### config.mk
export PLATFORM = sky130hd
export DESIGN_NAME = alu_result_stage
export DESIGN_NICKNAME = d
export VERILOG_FILES = /design/src/rtl/alu_result_stage.sv
export SDC_FILE = /design/constraint.sdc
export NUM_CORES = 1
export LEC_CHECK = 0
export CAP_MARGIN = 20
export CORE_MARGIN = 8
export CORE_UTILIZATION = 40
export DETAILED_ROUTE_END_ITERATION = 8
export GPL_TIMING_DRIVEN = 0
export PLACE_DENSITY = 0.74
export SYNTH_ARGS = -nofsm -noshare
export SYNTH_HDL_FRONTEND = slang
export SYNTH_SLANG_ARGS = --single-unit
### constraint.sdc
create_clock -name clk -period 2.7 [get_ports clk]
set_input_delay 0.27 -clock clk [delete_from_list [all_inputs] [get_ports clk]]
set_output_delay 0.27 -clock clk [all_outputs]
set_load 0.02 [all_outputs]
### src/rtl/alu_result_stage.sv
// Post-ALU stage: evaluates the condition code against the committed NZCV, updates flags,
// and forwards write-back packets through an output register backed by a one-entry skid.
module alu_result_stage #(
    parameter int unsigned M = 32,
    parameter int unsigned R = 4
) (
    input  logic         clk,
    input  logic         rst,
    input  logic         flush,
    input  logic         in_valid,
    output logic         in_ready,
    input  logic [M-1:0] in_y,
    input  logic [3:0]   in_flags,
    input  logic [3:0]   in_cond,
    input  logic         in_setf,
    input  logic         in_wb,
    input  logic [R-1:0] in_rd,
    output logic         out_valid,
    input  logic         out_ready,
    output logic [M-1:0] out_y,
    output logic [R-1:0] out_rd,
    output logic         out_we,
    output logic         out_pass,
    output logic [3:0]   nzcv
);

    typedef struct packed {
        logic [M-1:0] y;
        logic [R-1:0] rd;
        logic         we;
        logic         pass;
    } pkt_t;

    pkt_t out_q;
    pkt_t skid_q;
    pkt_t in_pkt;
    logic skid_valid;
    logic accept;
    logic pass;
    logic flag_n;
    logic flag_z;
    logic flag_c;
    logic flag_v;

    assign flag_n = nzcv[3];
    assign flag_z = nzcv[2];
    assign flag_c = nzcv[1];
    assign flag_v = nzcv[0];

    // Condition evaluation against the committed status register
    always_comb begin
        pass = 1'b0;
        case (in_cond)
            4'h0: pass = flag_z;
            4'h1: pass = ~flag_z;
            4'h2: pass = flag_c;
            4'h3: pass = ~flag_c;
            4'h4: pass = flag_n;
            4'h5: pass = ~flag_n;
            4'h6: pass = flag_v;
            4'h7: pass = ~flag_v;
            4'h8: pass = flag_c & ~flag_z;
            4'h9: pass = ~flag_c | flag_z;
            4'hA: pass = (flag_n == flag_v);
            4'hB: pass = (flag_n != flag_v);
            4'hC: pass = ~flag_z & (flag_n == flag_v);
            4'hD: pass = flag_z | (flag_n != flag_v);
            4'hE: pass = 1'b1;
            4'hF: pass = 1'b0;
            default: pass = 1'b0;
        endcase
    end

    // Accepting never depends on out_ready: only a full skid or a flush blocks the producer
    assign in_ready = ~skid_valid & ~flush;
    assign accept   = in_valid & in_ready;

    always_comb begin
        in_pkt.y    = in_y;
        in_pkt.rd   = in_rd;
        in_pkt.we   = in_wb & pass;
        in_pkt.pass = pass;
    end

    // Status register; an accepted packet's update is visible to the very next packet
    always_ff @(posedge clk or posedge rst) begin
        if (rst) begin
            nzcv <= 4'b0000;
        end else if (accept && pass && in_setf) begin
            nzcv <= in_flags;
        end
    end

    // Output register plus skid entry
    always_ff @(posedge clk or posedge rst) begin
        if (rst) begin
            out_valid  <= 1'b0;
            skid_valid <= 1'b0;
            out_q      <= '0;
            skid_q     <= '0;
        end else if (flush) begin
            out_valid  <= 1'b0;
            skid_valid <= 1'b0;
        end else if (!out_valid || out_ready) begin
            if (skid_valid) begin
                out_q      <= skid_q;
                out_valid  <= 1'b1;
                skid_valid <= 1'b0;
            end else if (accept) begin
                out_q     <= in_pkt;
                out_valid <= 1'b1;
            end else begin
                out_valid <= 1'b0;
            end
        end else if (accept) begin
            skid_q     <= in_pkt;
            skid_valid <= 1'b1;
        end
    end

    assign out_y    = out_q.y;
    assign out_rd   = out_q.rd;
    assign out_we   = out_q.we;
    assign out_pass = out_q.pass;

endmodule

==> results of run 1 <==
-- registers in the layout, summed over array words and instances (netlist names) --
name,flops
nzcv,4
out_pass,1
out_rd,4
out_valid,1
out_we,1
out_y,32
skid_q,38
skid_valid,1
-- metrics by stage --
stage               cell area, um2  TNS [ns]  instances
finish                        4897         0        519
global route                  4897         0        519
CTS                           4897         0        519
detailed placement            4684         0        503
global placement              4654    -77.24        502
floorplan                     3578         0        300
-- worst max path at each step --
stage	to	slack, ns	cells after the start
CTS	out_y[1]	0.57	6
detailed placement	out_y[1]	0.26	6
global placement	skid_q[14]	-0.95	2
floorplan	nzcv[0]	0.32	1
global route	out_y[9]	0.37	6
finish	out_y[1]	0.60	6
-- cells by family after synthesis --
logic type | after synthesis | share of synthesized area
xor gates and xnor gates | 1 | 0.002448
and+or+nand+nor | 62 | 0.07692
AOI/OAI and AO/OA | 53 | 0.08777
buffers and inverters | 24 | 0.02727
DFF | 82 | 0.5734
muxes | 78 | 0.2322
-- worst reg2reg max path, cell delays in order (launching register included) --
cell,delay [ns]
dfrtp_1,0.32
clkbuf_1,0.18
nor2_1,0.10
nor3_1,0.41
buf_2,0.31
buf_1,0.48
a21oi_1,0.15
-- cell type report --
cell class,instances,area (um2)
buffer,17,71.32
clock buffer,11,151.4
clock inverter,5,61.31
fill,770,3824
inverter,7,28.78
multi-input combinational,194,1429
sequential,82,2052
tap,108,135.1
timing repair buffer,95,968.4
-- synth_stat cells, types with 2 or more instances --
library cell / instances / area share
and3_2: 2 / 0.0042
mux2_1: 2 / 0.0063
a211oi_1: 2 / 0.0042
buf_1: 2 / 0.0021
inv_1: 7 / 0.0073
o21ai_0: 4 / 0.0056
nand3_1: 6 / 0.0084
buf_2: 6 / 0.0084
clkbuf_1: 9 / 0.0094
mux2_2: 38 / 0.12
dfrtp_1: 82 / 0.57
nor3_1: 3 / 0.0042
nand2b_1: 3 / 0.0052
nand2_1: 4 / 0.0042
mux2i_1: 38 / 0.11
o221ai_1: 2 / 0.0049
a21oi_1: 39 / 0.055
nor2_1: 39 / 0.041
-- report_power, final --
part	switching, mW	internal [mW]	leakage (nW)
clock	0.449	0.481	0.0982
combinational	0.468	0.528	0.913
sequential	0.163	1.50	0.963
-- routing by layer --
layer / part of all wire / up-vias / global-route usage
met5: 0 / - / 0
met4: 0.016 / 0 / 0.06036
met3: 0.061 / 17 / 0.04762
met2: 0.48 / 74 / 0.2182
met1: 0.44 / 1292 / 0.1750
li1: - / 1267 / -
-- cells in the final DEF (no fill, tap or decap), drive strengths merged --
cell and count:
nor2 39, a21oi 39, o21ai 4, clkbuf 20, or3b 1, nor2b 1
and2 1, dfrtp 82, nor3 3, inv 8, o221ai 2, nand4 1
mux2i 38, mux2 40, o211ai 1, nand3b 1, and3 2, o311ai 1
clkinvlp 3, nand3 6, a31oi 2, clkdlybuf4s50 94, o22ai 1, buf 9
nand2 4, xor2 1, bufinv 1, nand2b 3, a31o 1, a211oi 2
==> impl_metrics.yaml, run 1 <==
critical_path:
  worst_path_largest_cell_delay_ns: 0.48
  cp-start-kind: "flop"
  slowest_stage: "buf_1"
  cp-end-kind: "flop"
  arrival_ns: 2.30
  r2r-start: "skid_valid"
  timing.rr.end: "out_y[1]"
  worstPathCellList: "clkbuf_1 > nor2_1 > nor3_1 > buf_2 > buf_1 > a21oi_1"
  r2r_slack_ns: 0.60
  crit_path_start: "skid_valid"
  path_buf_inv: 3
  crit_family: "buffers and inverters"
  crit_type: "flop to flop"
  r2r_cells: 6
  critPathMaxFanout: 10
  critPathRequiredTime_ns: 2.91
timing:
  fin_skew_ns: 0.007481
  hold_viol: 0
  slew_headroom: 0.4992
  rsz0062_at_grt: "false"
  fmax_mhz: 476.9
  slew_viol_final: 0
  tightestPinTransition_ns: 0.7512
  fin_ws_ns: 0.6033
  setup_viol: 0
  hold_slack_ns: 0.2531
  min_period_ns: 2.097
  period_share: 0.7766
clock_tree:
  clk_pin_slew_ns: 0.09
  cts_root_buf: "clkbuf_8"
  postCtsSetupBuffers: 0
  cts_tree: "yes"
  ctsResizeCount: 0
  cts_hold_buf: 0
  clk_latency_ns: 0.35
  cts_max_level: 3
  clk_path_buf_depth: 2
  clock-sinks: 82
  numCtsBuffers: 9
run_status:
  status: "finished clean"
floorplan:
  die_area_um2: 12230
  ioPinCount: 95
  core-area_um2: 8721
  start_util: 0.4103
  fp-row-count: 34
  die-height_um: 110.6
  die_w_um: 110.6
yosys:
  synth_edf_count: 0
  avgSynthCellArea_um2: 11.93
  synth_flop_cell: "dfrtp_1"
  synth_async_sr_flop_share: 1.000
  yosysSeqAreaShare: 0.5734
  syn_area_um2: 3578
  syn_inst: 300
  syn-num-nets: 351
  ys_warn_count: 0
  ys_types: 30
  ys_seq_elements: 82
power_and_ir_drop:
  ir_drop_mv: 0.2859
  power_mw: 3.589
  power_density_nw_per_um2: 732.9
  p_leak_nw: 1.974
cells_and_area:
  synthToLayoutAreaGrowth_pct: 36.85
  nets: 457
  drive_gt1_frac: 0.1630
  antenna_cells: 0
  utilization: 0.5615
grt:
  grt_max_degree: 55
  grt_pass1_vias: 2801
  grt.total_usage: 0.1410
  overflow: 0
  antenna_found_initial: 0
  grt_pass1_wl_mm: 14.24
detailed_routing:
  via_per_inst: 5.106
  vias: 2650
  wl_mm: 8.487
  wire_per_inst_um: 16.35
  drc: 0
  firstDrtPassIters: 6
  antenna_left: 0
  drt_iter0_drc: 71
place:
  place_congestion: 0.7606
  io_buffers: 94
  pre_cts_slack_ns: 0.2556
  dp_hpwl_mm: 6.232
flow_run:
  maxCapViolCount: 0
hold_path:
  worst_hold_path_type: "input pin to asynchronous set/reset pin"
(Power assumes the default switching activity.)
==> run 2, diff against run 1 <==
--- a/config.mk
+++ b/config.mk
@@ -10,7 +10,7 @@
 export CORE_UTILIZATION = 40
 export DETAILED_ROUTE_END_ITERATION = 8
 export GPL_TIMING_DRIVEN = 0
-export PLACE_DENSITY = 0.74
+export PLACE_DENSITY = 0.77
 export SYNTH_ARGS = -nofsm -noshare
 export SYNTH_HDL_FRONTEND = slang
 export SYNTH_SLANG_ARGS = --single-unit
==> constraint.sdc (replaced) <==
create_clock -name clk -period 1.8 [get_ports clk]
set_input_delay 0.18 -clock clk [delete_from_list [all_inputs] [get_ports clk]]
set_output_delay 0.18 -clock clk [all_outputs]
set_load 0.02 [all_outputs]
==> run 2 against run 1 <==
  * The run now ends with negative setup slack left
  * Core utilization up 1.3 points
  * Worst setup slack worse by 0.69 ns
  * Routed wire length up 4.5%
  * Global-route usage up 0.35 points
  * First-iteration DRC count down 1.4%
  * Worst hold slack better by 0.11 ns
  * Critical path depth unchanged
  * Non-clock buffer count up 2
  * Critical path type unchanged
  * Critical endpoint is now nzcv[2]
  * Largest power group unchanged
==> impl_metrics.yaml, run 2 (same netlist as run 1, synthesis figures left out) <==
cells_and_area:
  antenna_cells: 0
  drive_gt1_frac: 0.2131
  top_register: "skid_q"
  synthToLayoutAreaGrowth_pct: 40.00
  nets: 459
  largest_reg_flops: 38
  final_cell_mix: "clkdlybuf4s50_1, dfrtp_1, nor2_1, mux2i_1"
  layout_commonest_cell: "clkdlybuf4s50_1"
grt:
  grt_max_degree: 43
  grt.total_usage: 0.1445
  antenna_found_initial: 0
  grt_pass1_vias: 2901
  overflow: 0
  grt_pass1_wl_mm: 14.54
floorplan:
  fp-row-count: 34
  start_util: 0.4103
  die_w_um: 110.6
  ioPinCount: 95
  die_area_um2: 12230
  die-height_um: 110.6
  core-area_um2: 8721
clock_tree:
  numCtsBuffers: 9
  cts_root_buf: "clkbuf_8"
  clock-sinks: 82
  clk_pin_slew_ns: 0.08
  cts_max_level: 3
  clk_latency_ns: 0.35
  cts_hold_buf: 0
  cts_tree: "yes"
  clk_path_buf_depth: 2
timing:
  min_period_ns: 1.886
  period_share: 1.048
  fin_skew_ns: 0.009046
  hold_viol: 0
  slew_headroom: 0.4018
  rsz0062_at_grt: "true"
  setup_viol: 4
  hold_slack_ns: 0.3592
  fin_ws_ns: -0.08638
  tightestPinTransition_ns: 0.8954
  fmax_mhz: 530.1
  slew_viol_final: 0
detailed_routing:
  firstDrtPassIters: 4
  wire_per_inst_um: 17.03
  antenna_left: 0
  drt_iter0_drc: 70
  drc: 0
  vias: 2681
  wl_mm: 8.872
  via_per_inst: 5.146
critical_path:
  cp-start-kind: "flop"
  critPathRequiredTime_ns: 2.03
  r2r_cells: 6
  critPathMaxFanout: 4
  arrival_ns: 2.12
  crit_type: "flop to flop"
  cp-end-kind: "flop"
  timing.rr.end: "nzcv[2]"
  r2r-start: "nzcv[0]"
  r2r_slack_ns: -0.09
power_and_ir_drop:
  power_mw: 5.637
  power_density_nw_per_um2: 1125
  p_leak_nw: 2.037
  ir_drop_mv: 0.4465
place:
  pre_cts_slack_ns: -0.6793
  io_buffers: 94
  place_congestion: 0.7128
  dp_hpwl_mm: 6.421
hold_path:
  worst_hold_path_type: "input pin to asynchronous set/reset pin"
run_status:
  violations: "negative setup slack"
  status: "finished, violations left"
flow_run:
  maxCapViolCount: 0
-- run 2: cell count changes in the layout (fill, tap and decap cells not counted), moves of 3 or more --
cell             delta
dlygate4sd2_1       +3
clkbuf_1            -5
clkbuf_2            +4
clkdlybuf4s50_1     -3
buf_4               +5
-- run 2: how the worst max path moves through the flow --
stage,startpoint,end,slack [ns],cells after the start
after global routing,nzcv[0],nzcv[2],-0.17,6
after detailed placement,in_valid,out_y[4],-0.68,6
after global placement,in_valid,out_y[9],-0.56,6
after floorplan,nzcv[0],nzcv[3],0.006,6
after CTS,nzcv[0],nzcv[2],-0.07,6
final,nzcv[0],nzcv[2],-0.09,6
-- run 2: power by group --
part,internal (mW),switching (mW)
clock network,0.821,0.669
logic,0.884,0.756
registers,2.26,0.250
-- run 2: final cells by class --
class / count / area, um2
fillers: 733 / 3711
flip-flops and latches: 82 / 2054
multi-input cells: 194 / 1500
repair buffers: 98 / 979.7
clock buffers: 10 / 137.6
well taps: 108 / 135.1
clock inverters: 6 / 90.09
plain buffers: 16 / 82.58
inverters: 7 / 30.03
-- run 2: critical path: stages, from the launching register on --
cell and delay (ns):
dfrtp_2 0.43, xor2_2 0.21, o211ai_1 0.11, o221ai_1 0.22, o311ai_2 0.19, a31oi_4 0.25, mux2_2 0.36
-- run 2: through the flow --
| step | utilization | cells | TNS, ns | area [um2] |
|---|---|---|---|---|
| floorplan | - | 300 | 0 | 3595 |
| global placement | 0.5356 | 502 | -42.53 | 4671 |
| detailed placement | 0.5379 | 503 | -27.74 | 4691 |
| CTS | 0.5703 | 522 | -0.1795 | 4974 |
| global route | 0.5745 | 521 | -0.7018 | 5010 |
| finish | 0.5745 | 521 | -0.2582 | 5010 |
-- run 2: what timing repair did --
item	4_1_cts	5_1_grt
setup buffers	3	1
pin swaps	0	4
gates resized for setup	15	12
endpoints found under the setup margin	62	49
endpoints found under the hold margin	0	0
-- run 2: metal layers --
layer | GRT usage | vias up | routed length, um
li1 | - | 1270 | -
met1 | 0.1704 | 1338 | 3821
met2 | 0.2448 | 61 | 4522
met3 | 0.03301 | 12 | 345
met4 | 0.06486 | 0 | 183
met5 | 0 | - | 0
